--- src/rtl/pipe_stage_skid.sv ---
// pipe_stage_skid: elastic inter-stage pipeline register with a two-entry
// skid buffer. The main register drives the outputs, the skid register
// absorbs the one extra entry accepted in the cycle back-pressure appears.
// in_ready and out_valid are flops, so neither depends combinationally on
// out_ready or in_valid. Flush squashes all held entries to bubbles, and a
// saturating counter records the cycles in which the output was stalled.
module pipe_stage_skid #(
    parameter int DATA_W = 96,
    parameter int CTRL_W = 5,
    parameter int CNT_W  = 16
) (
    input  logic              clk,
    input  logic              reset,
    input  logic              flush,
    input  logic              in_valid,
    output logic              in_ready,
    input  logic [CTRL_W-1:0] in_ctrl,
    input  logic [DATA_W-1:0] in_data,
    output logic              out_valid,
    input  logic              out_ready,
    output logic [CTRL_W-1:0] out_ctrl,
    output logic [DATA_W-1:0] out_data,
    output logic [1:0]        occupancy,
    output logic [CNT_W-1:0]  stall_cnt
);

    // The encoding doubles as the occupancy count.
    typedef enum logic [1:0] {
        EMPTY = 2'd0,
        ONE   = 2'd1,
        FULL  = 2'd2
    } state_t;

    localparam logic [CNT_W-1:0] STALL_MAX = {CNT_W{1'b1}};

    state_t             state_q, state_d;
    logic [CTRL_W-1:0]  main_ctrl_q, main_ctrl_d;
    logic [DATA_W-1:0]  main_data_q, main_data_d;
    logic [CTRL_W-1:0]  skid_ctrl_q, skid_ctrl_d;
    logic [DATA_W-1:0]  skid_data_q, skid_data_d;
    logic               in_ready_q, in_ready_d;
    logic               out_valid_q, out_valid_d;
    logic [CNT_W-1:0]   stall_q, stall_d;

    logic               in_fire;
    logic               out_fire;

    assign in_fire  = in_valid & in_ready_q;
    assign out_fire = out_valid_q & out_ready;

    // Next-state logic for the FIFO control and both payload registers.
    always_comb begin
        state_d     = state_q;
        main_ctrl_d = main_ctrl_q;
        main_data_d = main_data_q;
        skid_ctrl_d = skid_ctrl_q;
        skid_data_d = skid_data_q;

        if (flush) begin
            // Squash everything; any in_valid this cycle is dropped.
            state_d     = EMPTY;
            main_ctrl_d = '0;
            skid_ctrl_d = '0;
        end else begin
            case (state_q)
                EMPTY: begin
                    if (in_fire) begin
                        state_d     = ONE;
                        main_ctrl_d = in_ctrl;
                        main_data_d = in_data;
                    end
                end
                ONE: begin
                    if (in_fire && out_fire) begin
                        main_ctrl_d = in_ctrl;
                        main_data_d = in_data;
                    end else if (in_fire) begin
                        // Downstream stalled: park the new entry in the skid.
                        state_d     = FULL;
                        skid_ctrl_d = in_ctrl;
                        skid_data_d = in_data;
                    end else if (out_fire) begin
                        state_d     = EMPTY;
                        main_ctrl_d = '0;
                    end
                end
                FULL: begin
                    // in_ready is low here, so only draining is possible.
                    if (out_fire) begin
                        state_d     = ONE;
                        main_ctrl_d = skid_ctrl_q;
                        main_data_d = skid_data_q;
                        skid_ctrl_d = '0;
                    end
                end
                default: begin
                    state_d     = EMPTY;
                    main_ctrl_d = '0;
                    skid_ctrl_d = '0;
                end
            endcase
        end
    end

    // Handshake flags are precomputed from the next state so they leave flops.
    always_comb begin
        in_ready_d  = (state_d != FULL);
        out_valid_d = (state_d != EMPTY);
    end

    // Saturating stall counter; flush does not touch it.
    always_comb begin
        stall_d = stall_q;
        if (out_valid_q && !out_ready && (stall_q != STALL_MAX)) begin
            stall_d = stall_q + 1'b1;
        end
    end

    // State, payload and counter registers with asynchronous active-low reset.
    always_ff @(posedge clk or negedge reset) begin
        if (!reset) begin
            state_q     <= EMPTY;
            main_ctrl_q <= '0;
            main_data_q <= '0;
            skid_ctrl_q <= '0;
            skid_data_q <= '0;
            in_ready_q  <= 1'b1;
            out_valid_q <= 1'b0;
            stall_q     <= '0;
        end else begin
            state_q     <= state_d;
            main_ctrl_q <= main_ctrl_d;
            main_data_q <= main_data_d;
            skid_ctrl_q <= skid_ctrl_d;
            skid_data_q <= skid_data_d;
            in_ready_q  <= in_ready_d;
            out_valid_q <= out_valid_d;
            stall_q     <= stall_d;
        end
    end

    assign in_ready  = in_ready_q;
    assign out_valid = out_valid_q;
    assign out_ctrl  = main_ctrl_q;
    assign out_data  = main_data_q;
    assign occupancy = state_q;
    assign stall_cnt = stall_q;

endmodule
--- config.mk ---
export PLATFORM = sky130hd
export DESIGN_NAME = pipe_stage_skid
export DESIGN_NICKNAME = d
export VERILOG_FILES = /design/src/rtl/pipe_stage_skid.sv
export SDC_FILE = /design/constraint.sdc
export NUM_CORES = 1
export LEC_CHECK = 0
export CAP_MARGIN = 20
export CORE_MARGIN = 2
export CORE_UTILIZATION = 50
export CTS_CLUSTER_DIAMETER = 120
export DETAILED_ROUTE_END_ITERATION = 16
export GPL_TIMING_DRIVEN = 0
export PLACE_DENSITY = 0.82
export SETUP_SLACK_MARGIN = 0.2
export SLEW_MARGIN = 20
export SYNTH_ARGS = -nofsm -noshare
export SYNTH_HDL_FRONTEND = slang
export SYNTH_SLANG_ARGS = --single-unit
--- constraint.sdc ---
create_clock -name clk -period 4.9 [get_ports clk]
set_input_delay 1.47 -clock clk [delete_from_list [all_inputs] [get_ports clk]]
set_output_delay 1.47 -clock clk [all_outputs]
set_load 0.05 [all_outputs]
==> impl_table.tex, run 1 <==
\begin{tabular}{lr}
\hline
Metric & Value \\
\hline
\multicolumn{2}{l}{\textbf{Outcome}} \\
\quad Outcome & completed \\
\multicolumn{2}{l}{\textbf{STA}} \\
\quad Min Hold Slack & 0.481 ns \\
\quad Final worst path period need & 3.42 ns \\
\quad Worst setup skew after layout & 0.0180 ns \\
\quad RSZ-0062 raised after global routing & no \\
\quad Transition time of the tightest slew-check pin & 0.658 ns \\
\quad Max-slew violation count & 0 \\
\quad Final setup viols & 0 \\
\quad Part of the cycle the worst path needs & 69.7\% \\
\quad Total count of hold-check failures in the final report & 0 \\
\quad Achievable frequency & 293 MHz \\
\quad Slew Limit Headroom & 55.8\% \\
\multicolumn{2}{l}{\textbf{Power and ir drop}} \\
\quad Max VDD drop & 0.000340 V \\
\quad Reg power frac & 38.4\% \\
\quad PwrDens & 575 nW/µm² \\
\quad P\_int & 4.83 mW \\
\quad Switching component of the power & 2.83 mW \\
\quad Sw frac & 36.9\% \\
\quad Clock group share of total power & 23.6\% \\
\quad Comb pwr share & 38.0\% \\
\quad Leakage power figure & 5.98 nW \\
\multicolumn{2}{l}{\textbf{Synthesis}} \\
\quad Number of synthesized register bits & 222 \\
\quad Number of instances in the synthesized netlist & 872 \\
\quad Fraction of synthesis flops using an asynchronous set or reset pin & 100\% \\
\quad Mapped Area & 9870 µm² \\
\quad Library cell occupying the most area in the post-synthesis netlist & sky130\_fd\_sc\_hd\_\_dfrtp\_1 \\
\quad Dominant register cell in the synthesized netlist & sky130\_fd\_sc\_hd\_\_dfrtp\_1 \\
\quad Number of distinct library cells after synthesis & 46 \\
\quad Area contributors post-synth & sky130\_fd\_sc\_hd\_\_dfrtp\_1, sky130\_fd\_sc\_hd\_\_mux2\_2, sky130\_fd\_sc\_hd\_\_nand2\_1, sky130\_fd\_sc\_hd\_\_mux2\_1, sky130\_fd\_sc\_hd\_\_mux2i\_1 \\
\quad Area share of the largest cell type after synthesis & 56.0\% \\
\quad Yosys Warn Count & 0 \\
\quad Count of flip-flops with a built-in enable after synthesis & 0 \\
\quad Syn Area/Cell & 11.3 µm² \\
\quad Number of nets produced by synthesis & 979 \\
\quad Sequential cell area fraction in the yosys report & 56.3\% \\
\multicolumn{2}{l}{\textbf{Floorplanning}} \\
\quad Number of placed I/O pins & 227 \\
\quad Die height & 145 µm \\
\quad Die ar. & 20900 µm² \\
\quad CORE AREA & 19400 µm² \\
\quad Die X-Extent & 145 µm \\
\quad Initial Util & 50.9\% \\
\quad Number of rows in the core area & 51 \\
\multicolumn{2}{l}{\textbf{Setup path}} \\
\quad Worst path top cell family by delay & buffers and inverters \\
\quad Critical path's largest stage delay & 0.52 ns \\
\quad Arrival time of data at the critical path endpoint & 3.79 ns \\
\quad Worst-case register-to-register setup slack & 2.45 ns \\
\quad Critical path's slowest cell & sky130\_fd\_sc\_hd\_\_clkdlybuf4s50\_1 \\
\quad Category of the worst setup path capture point & register \\
\quad Cell-by-cell trace of the critical path & clkdlybuf4s50\_1 > nand2\_1 > or3b\_1 > a21oi\_4 > buf\_6 > buf\_6 > mux2\_1 \\
\quad Largest fanout on the critical path & 10 \\
\quad Worst path bufs/invs & 3 \\
\quad Required time at the endpoint of the critical path & 5.27 ns \\
\quad Setup crit start kind & input pin \\
\quad Most used cell along the critical path & sky130\_fd\_sc\_hd\_\_buf\_6 \\
\quad WS Path Type & input pin to register \\
\multicolumn{2}{l}{\textbf{Layout}} \\
\quad Final instance area & 13300 µm² \\
\quad Count of non-filler cells in the finished layout & 1405 \\
\quad Final layout net count & 1233 \\
\quad Layout Utilization & 68.6\% \\
\quad Signed area change from the synthesized netlist to the final layout & 34.8\% \\
\quad Multi-input gate area & 4040 µm² \\
\quad Register area & 5560 µm² \\
\quad Fillers & 1481 \\
\quad Share of final-layout standard cells stronger than drive strength 1 & 19.6\% \\
\quad Ant. Diodes & 0 \\
\multicolumn{2}{l}{\textbf{Placement}} \\
\quad Number of instances in the placed design & 1364 \\
\quad Instance area after placement & 12500 µm² \\
\quad Count of input and output buffers & 225 \\
\quad Routability congestion estimate & 0.786 \\
\quad Sum of net half-perimeters after detailed placement & 16400 µm \\
\multicolumn{2}{l}{\textbf{Routing}} \\
\quad Overall routed net length & 23700 µm \\
\quad Detailed Routing Iterations Pass 1 & 4 \\
\quad Number of vias per cell after detailed routing & 5.15 \\
\quad Average routed wire per standard cell & 16.9 µm \\
\quad Remaining routing DRC violations & 0 \\
\quad Number of violations reported at the end of detailed-routing iteration 0 & 268 \\
\quad DRT antenna net count & 0 \\
\quad Via count & 7240 \\
\multicolumn{2}{l}{\textbf{Min path}} \\
\quad Worst Hold Class & register to register \\
\multicolumn{2}{l}{\textbf{Clock network}} \\
\quad Hold Buf Count CTS & 0 \\
\quad Number of clock buffers inserted by TritonCTS & 25 \\
\quad CTS clock-pin slew for the worst setup and hold paths & 0.05 ns \\
\quad Buffers inserted by post-CTS timing repair & 0 \\
\quad Source-to-sink clock delay at the later pin of the worst-skew pair & 0.51 ns \\
\quad Clock tree from TritonCTS & done \\
\quad Total number of H-tree levels & 1 \\
\quad Post-CTS Resized & 0 \\
\quad Clock root cell & sky130\_fd\_sc\_hd\_\_clkbuf\_16 \\
\quad Sinks on Clock Net & 222 \\
\quad Bufs on Longest Clock Path & 3 \\
\multicolumn{2}{l}{\textbf{Global routing}} \\
\quad Initial antenna violation count & 0 \\
\quad Global-route wire length before repair & 37700 µm \\
\quad Via count of the first global-routing pass & 7385 \\
\quad Pin count of the biggest net entering global routing & 98 \\
\quad Global-route usage over all layers & 22.7\% \\
\quad Remaining global-route overflow & 0 \\
\multicolumn{2}{l}{\textbf{Job}} \\
\quad Count of max-cap constraint violations & 0 \\
\hline
\end{tabular}
-- per-stage QoR --
stage,power (mW),worst slack [ns],setup TNS [ns]
2_1_floorplan,4.81,1.92,0
3_3_place_gp,5.77,-7.06,-1561.43
3_5_place_dp,5.87,0.958,0
4_1_cts,7.70,1.49,0
5_1_grt,8.00,1.36,0
6_report,7.65,1.48,0
-- flip-flops by register name (all words and copies together) (netlist names) --
signal       flops
skid_data_q     96
out_valid        1
out_data        96
in_ready         1
out_ctrl         5
occupancy        2
stall_cnt       16
skid_ctrl_q      5
-- layout make-up --
class / count / share of cell area (%)
well taps: 265 / 2.49
multi-input cells: 596 / 30.4
flip-flops and latches: 222 / 41.8
clock buffers: 33 / 5.23
clock inverters: 8 / 0.715
inverters: 7 / 0.197
plain buffers: 47 / 1.86
repair buffers: 227 / 17.4
-- path summary, 6_finish.rpt --
path                                         start                           to  cells after the start
min                        out_data[8]$_DFFE_PN0P_      out_data[8]$_DFFE_PN0P_                      1
max in group asynchronous                    reset  skid_data_q[68]$_DFFE_PN0P_                      2
max reg2reg                     in_ready$_DFF_PN1_     out_data[21]$_DFFE_PN0P_                      6
min reg2reg                out_data[8]$_DFFE_PN0P_      out_data[8]$_DFFE_PN0P_                      1
min in group asynchronous                    reset     stall_cnt[6]$_DFFE_PN0P_                      1
max                                       in_valid     out_data[21]$_DFFE_PN0P_                      7
-- synth_stat cells (2+ instances only) --
cell type                   number
sky130_fd_sc_hd__buf_4           5
sky130_fd_sc_hd__nand4_1         8
sky130_fd_sc_hd__nor2b_1         5
sky130_fd_sc_hd__mux2_1         40
sky130_fd_sc_hd__xor2_1          6
sky130_fd_sc_hd__mux2i_1         9
sky130_fd_sc_hd__buf_2          12
sky130_fd_sc_hd__dfrtp_1       221
sky130_fd_sc_hd__a21oi_1         5
sky130_fd_sc_hd__o2bb2ai_1       5
sky130_fd_sc_hd__mux2_2        155
sky130_fd_sc_hd__nor4_1          2
sky130_fd_sc_hd__inv_1           7
sky130_fd_sc_hd__buf_1           2
sky130_fd_sc_hd__clkbuf_1       23
sky130_fd_sc_hd__o21ai_0         4
sky130_fd_sc_hd__xnor2_1         3
sky130_fd_sc_hd__nand2_1       303
sky130_fd_sc_hd__nand3_1         2
sky130_fd_sc_hd__a31oi_1         3
sky130_fd_sc_hd__nor4b_1         2
sky130_fd_sc_hd__o21a_1          3
sky130_fd_sc_hd__a22o_1          5
sky130_fd_sc_hd__buf_6           5
sky130_fd_sc_hd__nor2_1         10
sky130_fd_sc_hd__nor3_1          6
sky130_fd_sc_hd__nand4b_1        2
-- power by group through the flow --
stage	Sequential (mW)	Combinational, mW	Clock (mW)
6_report	2.94	2.90	1.81
5_1_grt	3.02	3.07	1.92
4_1_cts	2.94	2.93	1.84
3_5_place_dp	2.96	2.92	0
3_3_place_gp	2.92	2.85	0
2_1_floorplan	3.98	0.832	0
-- placed cells by master, fill, tap and decap left out, drive strengths merged, types with 2 or more instances in the layout --
master / count
nor2b: 5
mux2: 195
nand3: 2
nand2: 303
xnor2: 3
a22o: 5
mux2i: 9
o21a: 3
clkbuf: 56
nor3: 6
bufinv: 2
o2bb2ai: 5
nor4: 3
clkdlybuf4s50: 224
dfrtp: 221
nor2: 10
nor4b: 2
buf: 27
nand4b: 2
o21ai: 4
a21oi: 6
xor2: 6
clkinvlp: 2
a31oi: 3
inv: 7
clkinv: 4
nand4: 8
-- layer usage --
layer,track usage [%],wire length (µm),part of all wire (%),up-vias
met5,0,0,0,-
met4,6.03,516,2.2,0
met3,5.79,1630,6.9,42
met2,37.9,11600,49,210
met1,29.5,9960,42,3557
li1,-,-,-,3431
-- cells by family (layout without fill, tap and decap cells) --
logic type               count (synthesis)  after routing  share of synthesized area, %
buffers and inverters                   54            322                          2.78
flip-flops                             222            222                          56.3
AND/OR/NAND/NOR                        347            347                          14.2
adder cells (fa/ha/maj)                  1              1                         0.127
multiplexers                           204            204                          23.2
AO/OA/AOI/OAI                           35             35                          2.71
XOR/XNOR                                 9              9                         0.798
Note: power is estimated with default switching activity, not from simulation.
==> run 2, diff against run 1 <==
- clock period: 4.9 -> 3.5 ns (I/O delays scaled with it)
==> results of run 2 <==
Same layout as run 1 (identical final DEF). Status: completed.
Among the figures that moved: setup slack after placement 0.958 ns -> -0.0219 ns; setup slack after layout 1.48 ns -> 0.504 ns; register-to-register setup slack 2.45 ns -> 1.05 ns; total power 7.65 mW -> 10.7 mW; worst IR drop on VDD 0.000340 V -> 0.000476 V
==> run 3, diff against run 2 <==
- RECOVER_POWER: unset -> 50
==> impl_table.tex, run 3 (synthesis gave the netlist of run 1 again) <==
\begin{tabular}{lr}
\hline
Metric & Value \\
\hline
\multicolumn{2}{l}{\textbf{Setup path}} \\
\quad Largest fanout on the critical path & 10 \\
\quad Cell count along the critical path & 7 \\
\quad Arrival time of data at the critical path endpoint & 3.44 ns \\
\quad Worst path top cell family by delay & buffers and inverters \\
\quad WS Path Type & input pin to register \\
\quad Critical path's largest stage delay & 0.61 ns \\
\quad Most used cell along the critical path & sky130\_fd\_sc\_hd\_\_buf\_6 \\
\quad Worst reg-to-reg path cell count & 6 \\
\quad RR Startpoint & occupancy[0]\$\_DFF\_PN0\_ \\
\quad Worst-case register-to-register setup slack & 0.96 ns \\
\quad Critical path's slowest cell & sky130\_fd\_sc\_hd\_\_dlygate4sd3\_1 \\
\quad Required time at the endpoint of the critical path & 3.87 ns \\
\quad Setup crit start kind & input pin \\
\quad Destination of the worst register-to-register timing path & skid\_data\_q[58]\$\_DFFE\_PN0P\_ \\
\quad Cell-by-cell trace of the critical path & dlygate4sd3\_1 > nand2\_1 > or3b\_1 > a21oi\_4 > buf\_6 > buf\_6 > mux2\_1 \\
\quad Category of the worst setup path capture point & register \\
\quad Worst path bufs/invs & 3 \\
\multicolumn{2}{l}{\textbf{Routing}} \\
\quad DRT antenna net count & 0 \\
\quad Detailed Routing Iterations Pass 1 & 4 \\
\quad Via count & 7241 \\
\quad Number of vias per cell after detailed routing & 5.15 \\
\quad Number of violations reported at the end of detailed-routing iteration 0 & 273 \\
\quad Remaining routing DRC violations & 0 \\
\quad Average routed wire per standard cell & 16.9 µm \\
\quad Overall routed net length & 23700 µm \\
\multicolumn{2}{l}{\textbf{STA}} \\
\quad Max-slew violation count & 69 \\
\quad Part of the cycle the worst path needs & 87.7\% \\
\quad Summed negative setup slack over all endpoints & 0 ns \\
\quad Transition time of the tightest slew-check pin & 1.79 ns \\
\quad Slew Limit Headroom & -19.2\% \\
\quad RSZ-0062 raised after global routing & no \\
\quad Achievable frequency & 326 MHz \\
\quad Worst setup skew after layout & 0.0187 ns \\
\quad Final worst path period need & 3.07 ns \\
\quad Total count of hold-check failures in the final report & 0 \\
\quad Final setup viols & 0 \\
\multicolumn{2}{l}{\textbf{Global routing}} \\
\quad Remaining global-route overflow & 0 \\
\quad Global-route wire length before repair & 37700 µm \\
\quad Global-route usage over all layers & 22.7\% \\
\quad Initial antenna violation count & 0 \\
\quad Pin count of the biggest net entering global routing & 98 \\
\quad Via count of the first global-routing pass & 7385 \\
\multicolumn{2}{l}{\textbf{Power and ir drop}} \\
\quad Leakage power figure & 5.97 nW \\
\quad PwrDens & 807 nW/µm² \\
\quad Max VDD drop & 0.000476 V \\
\multicolumn{2}{l}{\textbf{Floorplanning}} \\
\quad Initial Util & 50.9\% \\
\quad Number of rows in the core area & 51 \\
\quad Die X-Extent & 145 µm \\
\quad Die height & 145 µm \\
\quad CORE AREA & 19400 µm² \\
\quad Die ar. & 20900 µm² \\
\quad Number of placed I/O pins & 227 \\
\multicolumn{2}{l}{\textbf{Layout}} \\
\quad Final layout net count & 1233 \\
\quad Commonest non-fill, non-tap cells in the layout & sky130\_fd\_sc\_hd\_\_nand2\_1, sky130\_fd\_sc\_hd\_\_clkdlybuf4s50\_1, sky130\_fd\_sc\_hd\_\_dfrtp\_1, sky130\_fd\_sc\_hd\_\_mux2\_2, sky130\_fd\_sc\_hd\_\_mux2\_1 \\
\quad Most common cell after layout, fill and taps aside & sky130\_fd\_sc\_hd\_\_nand2\_1 \\
\quad Ant. Diodes & 0 \\
\quad Layout Utilization & 68.4\% \\
\quad Share of final-layout standard cells stronger than drive strength 1 & 19.0\% \\
\quad Signed area change from the synthesized netlist to the final layout & 34.4\% \\
\multicolumn{2}{l}{\textbf{Clock network}} \\
\quad Hold Buf Count CTS & 0 \\
\quad Bufs on Longest Clock Path & 3 \\
\quad Source-to-sink clock delay at the later pin of the worst-skew pair & 0.51 ns \\
\quad Clock tree from TritonCTS & done \\
\quad Number of clock buffers inserted by TritonCTS & 25 \\
\quad Sinks on Clock Net & 222 \\
\quad Buffers inserted by post-CTS timing repair & 0 \\
\quad Post-CTS Resized & 0 \\
\quad Clock root cell & sky130\_fd\_sc\_hd\_\_clkbuf\_16 \\
\quad CTS clock-pin slew for the worst setup and hold paths & 0.05 ns \\
\quad Total number of H-tree levels & 1 \\
\multicolumn{2}{l}{\textbf{Outcome}} \\
\quad Outcome & complete, but fails checks \\
\quad Violated checks & capacitance limit, slew limit \\
\multicolumn{2}{l}{\textbf{Min path}} \\
\quad Cell depth of the worst min-delay path & 1 \\
\quad Hold path startpoint & out\_data[8]\$\_DFFE\_PN0P\_ \\
\quad Worst min-delay path endpoint & out\_data[8]\$\_DFFE\_PN0P\_ \\
\quad Worst Hold Class & register to register \\
\multicolumn{2}{l}{\textbf{Placement}} \\
\quad Routability congestion estimate & 0.786 \\
\quad Sum of net half-perimeters after detailed placement & 16400 µm \\
\quad Count of input and output buffers & 225 \\
\multicolumn{2}{l}{\textbf{Job}} \\
\quad Count of max-cap constraint violations & 1 \\
\hline
\end{tabular}
==> run 3: cell count changes in the layout (fill, tap and decap cells not counted) <==
cell / delta
sky130_fd_sc_hd__clkbuf_1: +6
sky130_fd_sc_hd__buf_2: -5
sky130_fd_sc_hd__clkdlybuf4s50_1: -2
sky130_fd_sc_hd__dlygate4sd3_1: +2
sky130_fd_sc_hd__and2_0: +1
sky130_fd_sc_hd__and2_1: -1
sky130_fd_sc_hd__buf_1: -1
sky130_fd_sc_hd__buf_16: -1
sky130_fd_sc_hd__buf_8: -1
sky130_fd_sc_hd__clkbuf_2: +1
sky130_fd_sc_hd__clkbuf_4: +1
sky130_fd_sc_hd__nor4_1: +1
sky130_fd_sc_hd__nor4_2: -1
==> run 3: per-stage QoR <==
stage               power, mW  instances  area [µm²]  hold WS, ns  worst slack, ns
floorplan                6.74        872        9870        0.479            0.939
global placement         8.08       1362       12500        0.467            -8.04
detailed placement       8.22       1364       12500        0.474          -0.0219
CTS                      10.8       1405       13300        0.486            0.508
global route             11.2       1405       13300        0.501            0.252
finish                   10.7       1405       13300        0.481            0.432
==> run 3: how the worst max path moves through the flow <==
stage	end	from
finish	out_data[21]$_DFFE_PN0P_	in_valid
global route	out_data[26]$_DFFE_PN0P_	reset
CTS	out_data[0]$_DFFE_PN0P_	in_valid
detailed placement	out_data[0]$_DFFE_PN0P_	in_valid
global placement	out_data[56]$_DFFE_PN0P_	reset
floorplan	out_data[0]$_DFFE_PN0P_	in_valid
==> run 3: area by class of cell <==
class                      instances  area (µm²)
sequential                       222        5560
multi-input combinational        596        4040
clock inverter                     8        95.1
tap                              265         332
timing repair buffer             227        2280
buffer                            47         241
clock buffer                      33         696
fill                            1489        6130
inverter                           7        26.3
==> run 3: worst reg2reg max path, cell delays in order, from the launching register on <==
cell                       delay, ns
sky130_fd_sc_hd__dfrtp_1        0.44
sky130_fd_sc_hd__nor2b_1        0.18
sky130_fd_sc_hd__and2b_1        0.21
sky130_fd_sc_hd__nand4_1        0.29
sky130_fd_sc_hd__clkbuf_1       0.54
sky130_fd_sc_hd__buf_2          0.39
sky130_fd_sc_hd__mux2_2         0.38
==> run 3: layer usage <==
layer  share of wire (%)  vias up  GRT usage, %
met5                   0        -             0
li1                    -     3430             -
met1                  42     3560          29.5
met4                 2.1        0          6.03
met2                  49      211          37.9
met3                 6.8       40          5.79
==> run 3: power by group <==
part | switching [mW] | leakage [nW] | internal, mW
sequential | 0.550 | 2.70 | 3.57
combinational | 2.41 | 2.88 | 1.65
clock | 0.998 | 0.386 | 1.53
total | 3.96 | 5.97 | 6.75
